[config.mk]
export PLATFORM = sky130hd
export DESIGN_NAME = conv_filter_scheduler
export DESIGN_NICKNAME = d
export VERILOG_FILES = /design/src/rtl/conv_filter_scheduler.sv
export SDC_FILE = /design/constraint.sdc
export NUM_CORES = 1
export LEC_CHECK = 0
export CAP_MARGIN = 20
export CORE_MARGIN = 1.5
export CORE_UTILIZATION = 47
export DETAILED_ROUTE_END_ITERATION = 12
export PLACE_DENSITY = 0.7
export RECOVER_POWER = 25
export REMOVE_ABC_BUFFERS = 1
export SLEW_MARGIN = 20
export SYNTH_ARGS = -nofsm -noshare
export SYNTH_HDL_FRONTEND = slang
export SYNTH_SLANG_ARGS = --single-unit
[constraint.sdc]
create_clock -name clk -period 2.3 [get_ports clk]
set_clock_uncertainty 0.15 [all_clocks]
set_input_delay 0.23 -clock clk [delete_from_list [all_inputs] [get_ports clk]]
set_output_delay 0.23 -clock clk [all_outputs]
set_load 0.01 [all_outputs]
[src/rtl/conv_filter_scheduler.sv]
// conv_filter_scheduler: walks a layer of K filters through P parallel
// single-filter engines, one group of P filters per pass. Each pass runs
// from an engine reset to a capture strobe. The pass ends when the engines
// report done or when a per-pass watchdog expires.
module conv_filter_scheduler #(
   parameter int K           = 6,
   parameter int P           = 2,
   parameter int PASS_CYCLES = 3,
   parameter int SET_W       = 8,
   parameter int CNT_W       = 16
) (
   input  logic             clk,
   input  logic             reset,
   input  logic             start,
   input  logic             abort,
   input  logic             eng_done,
   output logic             eng_reset,
   output logic [SET_W-1:0] filter_set,
   output logic [P-1:0]     eng_valid,
   output logic             out_we,
   output logic             busy,
   output logic             done,
   output logic             timeout
);

   localparam int unsigned NSETS = (K + P - 1) / P;
   localparam int unsigned REM   = K % P;
   localparam logic [SET_W-1:0] LAST_SET = SET_W'(NSETS - 1);
   localparam logic [CNT_W-1:0] CNT_LAST = CNT_W'(PASS_CYCLES - 1);

   typedef enum logic [2:0] {IDLE, RST, RUN, CAPTURE, FINISH} state_t;

   state_t           state, state_nxt;
   logic [CNT_W-1:0] cnt;
   logic             last_set;
   logic             pass_end;

   assign last_set = (filter_set == LAST_SET);
   assign pass_end = eng_done || (cnt == CNT_LAST);

   // State register.
   always_ff @(posedge clk or posedge reset) begin
      if (reset) state <= IDLE;
      else       state <= state_nxt;
   end

   // Next-state logic. Abort wins over pass completion in the same cycle.
   always_comb begin
      state_nxt = state;
      unique case (state)
         IDLE:    if (start) state_nxt = RST;
         RST:     state_nxt = abort ? IDLE : RUN;
         RUN: begin
            if (abort)         state_nxt = IDLE;
            else if (pass_end) state_nxt = CAPTURE;
         end
         CAPTURE: begin
            if (abort)         state_nxt = IDLE;
            else if (last_set) state_nxt = FINISH;
            else               state_nxt = RST;
         end
         FINISH:  state_nxt = IDLE;
         default: state_nxt = IDLE;
      endcase
   end

   // Filter-set index, pass counter and sticky watchdog flag.
   always_ff @(posedge clk or posedge reset) begin
      if (reset) begin
         filter_set <= '0;
         cnt        <= '0;
         timeout    <= 1'b0;
      end else begin
         unique case (state)
            IDLE: begin
               if (start) begin
                  filter_set <= '0;
                  timeout    <= 1'b0;
               end
            end
            RST: cnt <= '0;
            RUN: begin
               cnt <= cnt + 1'b1;
               // Only a pass that actually ends on the watchdog counts.
               if (!abort && !eng_done && (cnt == CNT_LAST)) timeout <= 1'b1;
            end
            CAPTURE: begin
               if (!abort && !last_set) filter_set <= filter_set + 1'b1;
            end
            default: ;
         endcase
      end
   end

   // Control outputs decoded from state only.
   always_comb begin
      eng_reset = (state == IDLE) || (state == RST) || (state == FINISH);
      out_we    = (state == CAPTURE);
      busy      = (state != IDLE);
      done      = (state == FINISH);
   end

   // Engine-valid mask; a partial final group enables only the low REM engines.
   always_comb begin
      eng_valid = '1;
      for (int unsigned i = 0; i < P; i++) begin
         if ((REM != 0) && last_set && (i >= REM)) eng_valid[i] = 1'b0;
      end
   end

endmodule

# Yosys cells after proc, flatten, opt, wreduce, memory -nomap -nowiden
# Index checks and enable logic that the tools add are counted.
word_totals:
  input_bits: 5
  ff_bits: 28
  output_inout_bits: 15
classes:
  mux: 14
  n_eq_ne: 10
  addsub: 2
  reduce_logical: 17
ops:
  columns: ["cell", "n"]
  rows:
  - ["16-bit case mux with 2 select lines", 1]
  - ["16-bit by 1-bit adder with 16-bit output (second input constant)", 1]
  - ["16-bit by 2-bit == test with 1-bit output (second input constant)", 1]
  - ["8-bit two-way mux", 2]
  - ["8-bit case mux with 2 select lines", 1]
  - ["3-bit two-way mux", 5]
  - ["3-bit case mux with 4 select lines", 1]
  - ["8-bit by 1-bit adder with 8-bit output (second input constant)", 1]
  - ["8-bit by 2-bit == test with 1-bit output (second input constant)", 1]
  - ["3-bit by 2-bit == test with 1-bit output (second input constant)", 2]
  - ["3-bit AND reduction", 2]
  - ["2-bit nonzero test", 3]
  - ["2-bit != test (second input constant)", 2]
  - ["3-bit by 1-bit == test with 1-bit output (second input constant)", 1]
  - ["3-bit == test (second input constant)", 1]
  - ["1-bit logical AND", 3]
  - ["1-bit zero test", 3]
  - ["3-bit zero test", 1]
  - ["1-bit logical OR", 3]
  - ["3-bit != test (second input constant)", 1]
  - ["3-bit nonzero test", 1]
  - ["1-bit two-way mux", 2]
  - ["2-bit two-way mux", 1]
  - ["2-bit by 1-bit != test with 1-bit output (second input constant)", 1]
  - ["other kinds (2)", 2]

# Depth between registers and ports, before layout
logic_depth:
  word_depth: 5
  ltp_mapped: 7
  ltp_nobuf: 6

# Worst setup path before layout
# Ideal clock, no wire load.
synth_timing:
  kind: "register to register"
  start: "reg filter_set[0]"
  end: "reg filter_set[4]"
  stages_incl_launch_ff: 7
  n_path_buf: 0
  synth_period_minus_slack_ns: 1.855
  t_arrival_ns: 1.636
  required_time_ns: 2.081
  path_slack_ns: 0.445
  cell_sequence: "dfrtp_1 -> inv_1 -> ha_1 -> nor4b_1 -> a211o_1 -> or4_1 -> nand3_1"
synth_between:
  elab_chain_len: 5
  word_cells_on_any_way: 8
  classes_between: "add/sub: 1; eq/ne: 2; mux: 2; reduce/logical: 3"
synth_lines:
  columns: ["item", "line", "source"]
  rows:
  - ["from (decl)", "18", "output logic [SET_W-1:0] filter_set,"]
  - ["from (signal assigned)", "88", "if (!abort && !last_set) filter_set <= filter_set + 1'b1;"]
  - ["branches (longest 5 deep; another with 8-bit by 1-bit adder with 8-bit output)", null, null]
# Parallel ways; which one is timed is not known. The select of a mux whose other input is x is not followed.
# A chain may end at the register's enable or synchronous reset.

# Worst setup path after layout
layout_timing:
  start: "reg state[1]"
  end: "out out_we"
layout_between:
  elab_chain_len: 1
layout_lines:
  columns: ["item", "line", "source"]
  rows:
  - ["from (decl)", "33", "state_t state, state_nxt;"]
  - ["from (signal assigned)", "44", "else state <= state_nxt;"]
  - ["3-bit by 2-bit == test with 1-bit output", "98", "out_we = (state == CAPTURE);"]
  - ["to (decl)", "20", "output logic out_we,"]
# No other way between the ends.

==> flow_metrics.tcl <==
set metrics [dict create \
    place_hpwl_um 2250 \
    clockBufferDepth 2 \
    worst-path-buf-inv 2 \
    yosys_register_bits 28 \
    drive_above_1_share_pct 5.00 \
    totalNegativeSetupSlack_ns 0 \
    die_w_um 60.3 \
    cts_setup_buffers 0 \
    vdd_ir_drop_max_uv 408 \
    tritoncts "built" \
    wirelength_um 3100 \
    met2_wirelength_um 1450 \
    status "finished, final reports clean" \
    holdBufCountCts 0 \
    syn-cell-area_um2 1550 \
    dieArea_um2 3640 \
    fin_hold_ws_ns 0.346 \
    cts.sinks 28 \
    cts-root-buf "clkbuf_4" \
    clock_latency_ns 0.32 \
    final_common_cell "dfrtp_1" \
    min_to "cnt[15]$_DFFE_PP0P_" \
    routedWlPerCell_um 13.8 \
    setup.worst_path.end_class "output pin" \
    cp.required_ns 1.92 \
    numCtsBuffers 3 \
    core_area_um2 3080 \
    via_count 1282 \
    drc 0 \
    min-delay-start "cnt[15]$_DFFE_PP0P_" \
    grtUsageTotal_pct 19.1 \
    io_buffers 17 \
    final_cell_mix "28 x dfrtp_1, 19 x nand2_1, 16 x clkdlybuf4s50_1" \
    rrSetupSlack_ns 0.22 \
    nets 191 \
    synthCells 164 \
    crit_fanout 11 \
    syn_area_per_cell_um2 9.42 \
    synthArstFlopShare_pct 100 \
    power_leakage_uw 0.000745 \
    cp.arrival_ns 1.75 \
    placed_cells 221 \
    ys_warn_count 0 \
    wl_met3_um 126 \
    criticalPathCategory "reg -> out" \
    hold_class "reg -> reg" \
    crit_chain "nand3b_4 > inv_1 > clkdlybuf4s50_1" \
    antenna_found_initial 0 \
    grt_pass1_wl_um 5300 \
    syn2layout_area_growth_pct 14.1 \
    clk_pin_slew_worst_paths_ns 0.14 \
    firstDrtPassIters 4 \
    worstReg2RegStart "filter_set[0]$_DFFE_PP0P_" \
    fmax_mhz 469 \
    seq_area_frac_synth_pct 45.3 \
    maxCapViolCount 0 \
    worst_setup_path_start_kind "flop" \
    worstReg2RegEnd "filter_set[4]$_DFFE_PP0P_" \
    ys.flop_type "dfrtp_1" \
    row_count 20 \
    ant_nets 0 \
    finalCritPeriodShare_pct 92.8 \
    rr_worst_depth 6 \
    hold_viol 0 \
    cp.depth 3 \
    cpMaxStageDelayCell "dfrtp_1" \
    antennaDiodeCount 0 \
    holdPathStages 1 \
    worstMarginPinSlew_ns 1.49 \
    powerDensity_nw_per_um2 736 \
    synth_cell_types 37 \
    globalplace.congestion 0.830 \
    drt_iter0_markers 47 \
    setup_violations 0 \
    report.final.slew_viol_count 0 \
    via_per_inst 5.72 \
    grt_pass1_vias 1167 \
    top_layer_used "met4" \
    globalRouteOverflowTotal 0 \
    start_util_pct 50.2 \
    critPathTopFamily "buffers and inverters" \
    grt_max_degree 29 \
    period_needed_ns 2.13 \
    critPathMaxStageDelay_ns 0.60 \
    m1WireLength_um 1510 \
    htree_levels 1 \
    io_pins 20 \
    die_h_um 60.3 \
    rsz0062_at_grt "false" \
    cts-resized-gates 0 \
    synth_edf_count 0 \
    relSlewSlack_pct 0.813 \
    final_cells 224 \
]
cells by family (layout without fill, tap and decap cells):
family	count (synthesis)	after routing	share of synthesized area [%]
flip-flops	28	28	45.3
XOR/XNOR	3	3	1.70
other	1	2	0.243
AND/OR/NAND/NOR	68	68	25.4
multiplexers	6	6	3.89
AO/OA/AOI/OAI	38	38	15.1
buffers and inverters	16	31	5.10
adder cells (fa/ha/maj)	4	4	3.24
flip-flops by register name, indices dropped and copies added, names as in the netlist:
register,cells
filter_set,8
timeout,1
state,3
cnt,16
through the flow:
stage                     utilization, %  instance area, um^2  total power, uW  setup slack, ns
after global routing                57.3                 1760             1380           0.0321
after CTS                           57.4                 1770             1310            0.148
final                               57.3                 1760             1300            0.166
after floorplan                        -                 1500              912            0.337
after detailed placement            56.7                 1740             1110            0.273
after global placement              56.7                 1740             1090            0.338
where the power goes:
group | switching [uW] | internal (uW) | total (uW)
sequential | 99.9 | 544 | 643
combinational | 249 | 211 | 460
clock | 132 | 61.3 | 194
total | 481 | 816 | 1300
final cells by class:
| class | count | area, um^2 |
|---|---|---|
| tap | 44 | 55.1 |
| timing repair buffer | 19 | 181 |
| sequential | 28 | 701 |
| fill | 293 | 1320 |
| multi-input combinational | 121 | 769 |
| clock buffer | 3 | 22.5 |
| inverter | 9 | 33.8 |
Yosys cell counts (all sizes together), types with 2 or more instances:
cell    number  area (um^2)
nor3b        2         26.3
o211ai       3         22.5
nor2         5         18.8
a21oi        8         40.0
nor3         8         40.0
buf          5         37.5
nand4        3         31.3
xnor2        3         26.3
o21ai       15         75.1
nor4         3         18.8
and2         3         18.8
or3b         2         17.5
o31ai        3         22.5
inv          9         33.8
nand3       15         75.1
clkbuf       2         7.51
nand2       19         71.3
and3         2         12.5
mux2i        6         60.1
dfrtp       28          701
nor4b        3         26.3
ha           4         50.1
o41ai        2         17.5
metal layers:
| layer | track usage, % | up-vias |
|---|---|---|
| met5 | 0 | - |
| met4 | 6.03 | 0 |
| met3 | 2.13 | 2 |
| met2 | 28.6 | 35 |
| met1 | 29.1 | 616 |
| li1 | - | 629 |
worst max-delay path by stage:
stage / end / slack, ns / start
final: out_we / 0.17 / state[1]$_DFFE_PP0P_
after global routing: filter_set[3]$_DFFE_PP0P_ / 0.03 / filter_set[0]$_DFFE_PP0P_
after CTS: out_we / 0.15 / state[0]$_DFFE_PP0P_
after detailed placement: filter_set[4]$_DFFE_PP0P_ / 0.27 / filter_set[0]$_DFFE_PP0P_
after global placement: filter_set[4]$_DFFE_PP0P_ / 0.34 / filter_set[0]$_DFFE_PP0P_
after floorplan: filter_set[4]$_DFFE_PP0P_ / 0.34 / filter_set[0]$_DFFE_PP0P_
Note: power is estimated with default switching activity, not from simulation.
